==> src/rtl/uart_rx_frame.sv <==
// uart_rx_frame
//   UART receiver: synchronises the serial line, finds the start bit, samples
//   each data/parity/stop bit in the middle of its bit time and presents the
//   received payload on an AXI-Stream master with a parity-error flag in tuser.
//
//   Handshake: m_axis_tvalid rises with a new byte and holds tdata/tuser stable
//   until a cycle where m_axis_tvalid & m_axis_tready are both 1; the byte is
//   consumed on that clock edge.
//
// Ports
//   clk, rst        rising-edge clock, synchronous active-high reset
//   rx_en           receiver enable; 0 returns the FSM to IDLE (frame discarded)
//   rx              asynchronous serial line, idle high
//   m_axis_tready   downstream ready
//   m_axis_tdata    received payload (LSB received first)
//   m_axis_tvalid   payload valid
//   m_axis_tuser    parity error on this byte (0 when parity is disabled)
//   frame_err       1-cycle pulse: stop bit sampled low, byte discarded
//   overrun         1-cycle pulse: byte completed while output still held, byte dropped
//   dbg_state       current FSM state (state_t encoding)
module uart_rx_frame #(
  parameter int system_clk = 50000000,
  parameter int band_rate  = 115200,
  parameter int data_bits  = 8,
  parameter int check_mode = 1,
  parameter int stop_mode  = 0
) (
  input  logic                 clk,
  input  logic                 rst,
  input  logic                 rx_en,
  input  logic                 rx,
  input  logic                 m_axis_tready,
  output logic [data_bits-1:0] m_axis_tdata,
  output logic                 m_axis_tvalid,
  output logic                 m_axis_tuser,
  output logic                 frame_err,
  output logic                 overrun,
  output logic [2:0]           dbg_state
);

  localparam int DIV   = system_clk / band_rate;
  localparam int HALF  = DIV / 2;
  localparam int CNT_W = (DIV > 1) ? $clog2(DIV) : 1;
  localparam int BIT_W = 3;

  typedef enum logic [2:0] {
    S_IDLE   = 3'd0,
    S_START  = 3'd1,
    S_DATA   = 3'd2,
    S_PARITY = 3'd3,
    S_STOP   = 3'd4,
    S_STOP2  = 3'd5
  } state_t;

  state_t               state_q, state_d;
  logic                 sync1_q, sync2_q, rs_d_q;
  logic [CNT_W-1:0]     baud_cnt_q, baud_cnt_d;
  logic [BIT_W-1:0]     bit_cnt_q, bit_cnt_d;
  logic [data_bits-1:0] shift_q, shift_d;
  logic                 perr_q, perr_d;
  logic [data_bits-1:0] tdata_q, tdata_d;
  logic                 tvalid_q, tvalid_d;
  logic                 tuser_q, tuser_d;
  logic                 frame_err_q, frame_err_d;
  logic                 overrun_q, overrun_d;
  logic                 deliver;
  logic                 rs;
  logic                 sample_mid, sample_full;

  assign rs          = sync2_q;
  assign sample_mid  = (baud_cnt_q == CNT_W'(HALF - 1));
  assign sample_full = (baud_cnt_q == CNT_W'(DIV - 1));

  always_comb begin
    state_d     = state_q;
    baud_cnt_d  = baud_cnt_q;
    bit_cnt_d   = bit_cnt_q;
    shift_d     = shift_q;
    perr_d      = perr_q;
    tdata_d     = tdata_q;
    tvalid_d    = tvalid_q;
    tuser_d     = tuser_q;
    frame_err_d = 1'b0;
    overrun_d   = 1'b0;
    deliver     = 1'b0;

    if (tvalid_q && m_axis_tready) tvalid_d = 1'b0;

    case (state_q)
      S_IDLE: begin
        baud_cnt_d = '0;
        // Falling edge of the synchronised line marks a candidate start bit.
        if (rx_en && rs_d_q && !rs) state_d = S_START;
      end
      S_START: begin
        if (sample_mid) begin
          baud_cnt_d = '0;
          bit_cnt_d  = '0;
          perr_d     = 1'b0;
          // Line back high at mid start bit: it was a glitch.
          state_d    = rs ? S_IDLE : S_DATA;
        end else begin
          baud_cnt_d = baud_cnt_q + CNT_W'(1);
        end
      end
      S_DATA: begin
        if (sample_full) begin
          baud_cnt_d = '0;
          shift_d    = {rs, shift_q[data_bits-1:1]};
          if (bit_cnt_q == BIT_W'(data_bits - 1)) begin
            bit_cnt_d = '0;
            state_d   = (check_mode != 0) ? S_PARITY : S_STOP;
          end else begin
            bit_cnt_d = bit_cnt_q + BIT_W'(1);
          end
        end else begin
          baud_cnt_d = baud_cnt_q + CNT_W'(1);
        end
      end
      S_PARITY: begin
        if (sample_full) begin
          baud_cnt_d = '0;
          // Odd parity expects an odd count of ones over data+parity.
          perr_d     = ((^shift_q) ^ rs) != (check_mode == 1);
          state_d    = S_STOP;
        end else begin
          baud_cnt_d = baud_cnt_q + CNT_W'(1);
        end
      end
      S_STOP, S_STOP2: begin
        if (sample_full) begin
          baud_cnt_d = '0;
          if (!rs) begin
            frame_err_d = 1'b1;
            state_d     = S_IDLE;
          end else if (state_q == S_STOP && stop_mode == 1) begin
            state_d = S_STOP2;
          end else begin
            deliver = 1'b1;
            state_d = S_IDLE;
          end
        end else begin
          baud_cnt_d = baud_cnt_q + CNT_W'(1);
        end
      end
      default: begin
        state_d    = S_IDLE;
        baud_cnt_d = '0;
      end
    endcase

    // Disable aborts any frame in progress; the output register is left alone.
    if (!rx_en) begin
      state_d     = S_IDLE;
      baud_cnt_d  = '0;
      deliver     = 1'b0;
      frame_err_d = 1'b0;
    end

    // A new byte loads unless the previous one is still held and not being taken.
    if (deliver) begin
      if (tvalid_q && !m_axis_tready) begin
        overrun_d = 1'b1;
      end else begin
        tdata_d  = shift_q;
        tuser_d  = (check_mode != 0) ? perr_q : 1'b0;
        tvalid_d = 1'b1;
      end
    end
  end

  always_ff @(posedge clk) begin
    if (rst) begin
      state_q     <= S_IDLE;
      sync1_q     <= 1'b1;
      sync2_q     <= 1'b1;
      rs_d_q      <= 1'b1;
      baud_cnt_q  <= '0;
      bit_cnt_q   <= '0;
      shift_q     <= '0;
      perr_q      <= 1'b0;
      tdata_q     <= '0;
      tvalid_q    <= 1'b0;
      tuser_q     <= 1'b0;
      frame_err_q <= 1'b0;
      overrun_q   <= 1'b0;
    end else begin
      state_q     <= state_d;
      sync1_q     <= rx;
      sync2_q     <= sync1_q;
      rs_d_q      <= sync2_q;
      baud_cnt_q  <= baud_cnt_d;
      bit_cnt_q   <= bit_cnt_d;
      shift_q     <= shift_d;
      perr_q      <= perr_d;
      tdata_q     <= tdata_d;
      tvalid_q    <= tvalid_d;
      tuser_q     <= tuser_d;
      frame_err_q <= frame_err_d;
      overrun_q   <= overrun_d;
    end
  end

  assign m_axis_tdata  = tdata_q;
  assign m_axis_tvalid = tvalid_q;
  assign m_axis_tuser  = tuser_q;
  assign frame_err     = frame_err_q;
  assign overrun       = overrun_q;
  assign dbg_state     = state_q;

endmodule
==> config.mk <==
export PLATFORM = sky130hd
export DESIGN_NAME = uart_rx_frame
export DESIGN_NICKNAME = d
export VERILOG_FILES = /design/src/rtl/uart_rx_frame.sv
export SDC_FILE = /design/constraint.sdc
export NUM_CORES = 1
export LEC_CHECK = 0
export ABC_AREA = 1
export CAP_MARGIN = 20
export CELL_PAD_IN_SITES_DETAIL_PLACEMENT = 2
export CELL_PAD_IN_SITES_GLOBAL_PLACEMENT = 2
export CORE_UTILIZATION = 30
export CTS_CLUSTER_SIZE = 14
export DETAILED_ROUTE_END_ITERATION = 7
export HOLD_SLACK_MARGIN = 0.15
export PLACE_DENSITY_LB_ADDON = 0.1
export SKIP_LAST_GASP = 1
export SLEW_MARGIN = 20
export SYNTH_ARGS = -nofsm -noshare
export SYNTH_HDL_FRONTEND = slang
export SYNTH_SLANG_ARGS = --single-unit
==> constraint.sdc <==
create_clock -name clk -period 2.4 [get_ports clk]
set_input_delay 0.48 -clock clk [delete_from_list [all_inputs] [get_ports clk]]
set_output_delay 0.48 -clock clk [all_outputs]
set_load 0.02 [all_outputs]
==> flow_summary.ini <==
[final_layout]
fin_util = 0.374
drive_gt1_frac = 0.0658
antennaDiodeCount = 0
final_nets = 316
areaGrowthSynthToFinish_pct = 18.1
final_cells = 379
final_common_cell = nand2_1
final_cell_mix = nand2_1 (84), nor2_1 (48), dfxtp_1 (39)

[clock_network]
insertion_delay_ns = 0.29
cts_setup_buffers = 0
cts.path.max_buffers = 2
cts_made_buffers = 5
cts_resized = 0
cts_tree = yes
cts-root-buf = clkbuf_8
clkSinkCount = 39
clkTransAtPathRegs_ns = 0.08
hold_buffers = 0
cts_max_level = 2

[drt]
routedWlPerCell_um = 12.6
antenna_left = 0
num_vias = 1750
drc = 0
wl_mm = 4.79
vias_per_cell = 4.62
first_pass_iters = 4
first_iter_violations = 24

[synthesis]
ys_types = 26
ys_seq_elements = 39
ys_seq_area_frac = 0.407
synth_top_family_by_area = simple AND/OR/NAND/NOR gates
yosysTopAreaCellShare = 0.407
yosysWarnings = 0
syn_avg_cell_area_um2 = 6.87
ys.flop_type = dfxtp_1
synth_edf_count = 0
synth_area_um2 = 1920
synth_xor_area_frac = 0.0411
synthMuxAreaShare = 0
synth_compound_area_frac = 0.0431
netlist_top_cells_area = dfxtp_1 (41%), nand2_1 (16%), nor2_1 (9.4%), inv_1 (7.2%), ha_1 (5.2%)
synth-simple-area-share = 0.363
syn-num-nets = 292
synth_top_cell_by_area = dfxtp_1
syn_inst = 279
async_flop_share = 0
synthAdderAreaFrac = 0.0522

[worst_setup_path]
critical_path_buf_inv_count = 1
cp.arrival_ns = 1.41
critPathMaxFanout = 7
path_cells = clkdlybuf4s50_1
worstPathRequired_ns = 1.92
cp_slowest_cell = clkdlybuf4s50_1
critPathKind = flip-flop to output pin
max_stage_delay_ns = 0.66
end_kind = output pin
r2r_slack_ns = 0.66
crit_family = buffers and inverters
cp-start-kind = flip-flop

[placement]
place_inst = 371
numPortBuffers = 19
hpwl_mm = 3.69
gp_congestion = 0.754

[timing]
slew_viol_final = 0
rsz0062_at_grt = no
hold_viol_final = 0
worstMarginPinSlew_ns = 0.346
slew_headroom = 0.769
hold-worst-slack_ns = 0.417
fmax_mhz = 528
clock_skew_ns = 0.00310
tns_ns = 0
setup_viol = 0
fin_crit_ns = 1.89
min_period_over_period = 0.789

[power_and_ir_drop]
cellPowerDensity_nw_per_um2 = 591
p_seq_frac = 0.515
switching_share = 0.292
p_clk_frac = 0.327
p_int_w = 0.000947
power.leakage_nw = 1.02
power_switching_w = 0.000391
combPwrFrac = 0.158
ir_drop_mv = 0.279

[floorplanning]
ios = 20
coreArea_um2 = 6060
die_h_um = 82.0
dieArea_um2 = 6720
fp-row-count = 28
die_w_um = 82.0
initial_core_util = 0.316

[grt]
grtUsageTotal = 0.166
first_global_vias = 1830
grt_overflow = 0
grt_antenna_before_repair = 0
grt_max_degree = 19
grt_pass1_wl_mm = 8.45

[job]
maxCapViolCount = 0

[hold_path]
hold_class = flip-flop to flip-flop

[status]
status = completed
==> cells in the mapped netlist, types with 2 or more instances <==
cell     instances
a21oi_1         10
dfxtp_1         39
ha_1             8
inv_1           37
nand2_1         84
nand2_2          4
nand3_1         15
nor2_1          48
nor2_2           2
nor3_1           2
nor4_1           2
o21ai_0          5
or2_2            3
xnor2_1          3
xor2_1           6
==> routing by layer <==
metal / GRT usage / routed length (µm) / up-vias
li1: - / - / 895
met1: 0.213 / 2410 / 831
met2: 0.274 / 2230 / 19
met3: 0.0333 / 90 / 5
met4: 0.0579 / 64 / 0
met5: 0 / 0 / -
==> stage by stage <==
stage                     setup WS (ns)  power [W]  instance area (µm²)
after detailed placement          0.462   0.000921                 2180
after global placement            0.526   0.000911                 2180
after floorplan                   0.876   0.000851                 1920
after global routing              0.431    0.00144                 2260
after CTS                         0.493    0.00137                 2260
final                             0.506    0.00134                 2260
==> power groups by stage <==
| stage | sequential (W) | combinational [W] | clock [W] |
|---|---|---|---|
| after CTS | 0.000690 | 0.000217 | 0.000464 |
| after detailed placement | 0.000706 | 0.000215 | 0 |
| final | 0.000690 | 0.000212 | 0.000437 |
| after floorplan | 0.000705 | 0.000145 | 0 |
| after global placement | 0.000705 | 0.000206 | 0 |
| after global routing | 0.000694 | 0.000254 | 0.000489 |
==> kinds of logic (layout without fill, tap and decap cells) <==
family	after synthesis	in the layout
buffers and inverters	43	68
AO/OA/AOI/OAI	16	16
AND/OR/NAND/NOR	164	164
flip-flops	39	39
adder cells (fa/ha/maj)	8	8
XOR/XNOR	9	9
==> sequential cells by signal, indices dropped and copies added (netlist names), 3 cells and up <==
| signal | count |
|---|---|
| m_axis_tdata | 8 |
| baud_cnt_q | 9 |
| dbg_state | 3 |
| bit_cnt_q | 3 |
| shift_q | 8 |
==> layout make-up <==
| cell class | count | area [µm²] |
|---|---|---|
| Fill cell | 753 | 3800 |
| Multi-Input combinational cell | 197 | 957 |
| Sequential cell | 39 | 781 |
| Timing Repair Buffer | 21 | 205 |
| Inverter | 39 | 146 |
| Tap cell | 75 | 93.8 |
| Clock buffer | 7 | 76.3 |
| Clock inverter | 1 | 5.00 |
==> final timing paths <==
path	from	end	cells after the start
worst min-delay path	sync1_q	rs	1
worst max-delay path	dbg_state[1]	dbg_state[1]	1
worst max register to register	baud_cnt_q[1]	shift_q[3]	9
worst min register to register	sync1_q	rs	1
Power figures use the tool's default switching activity.
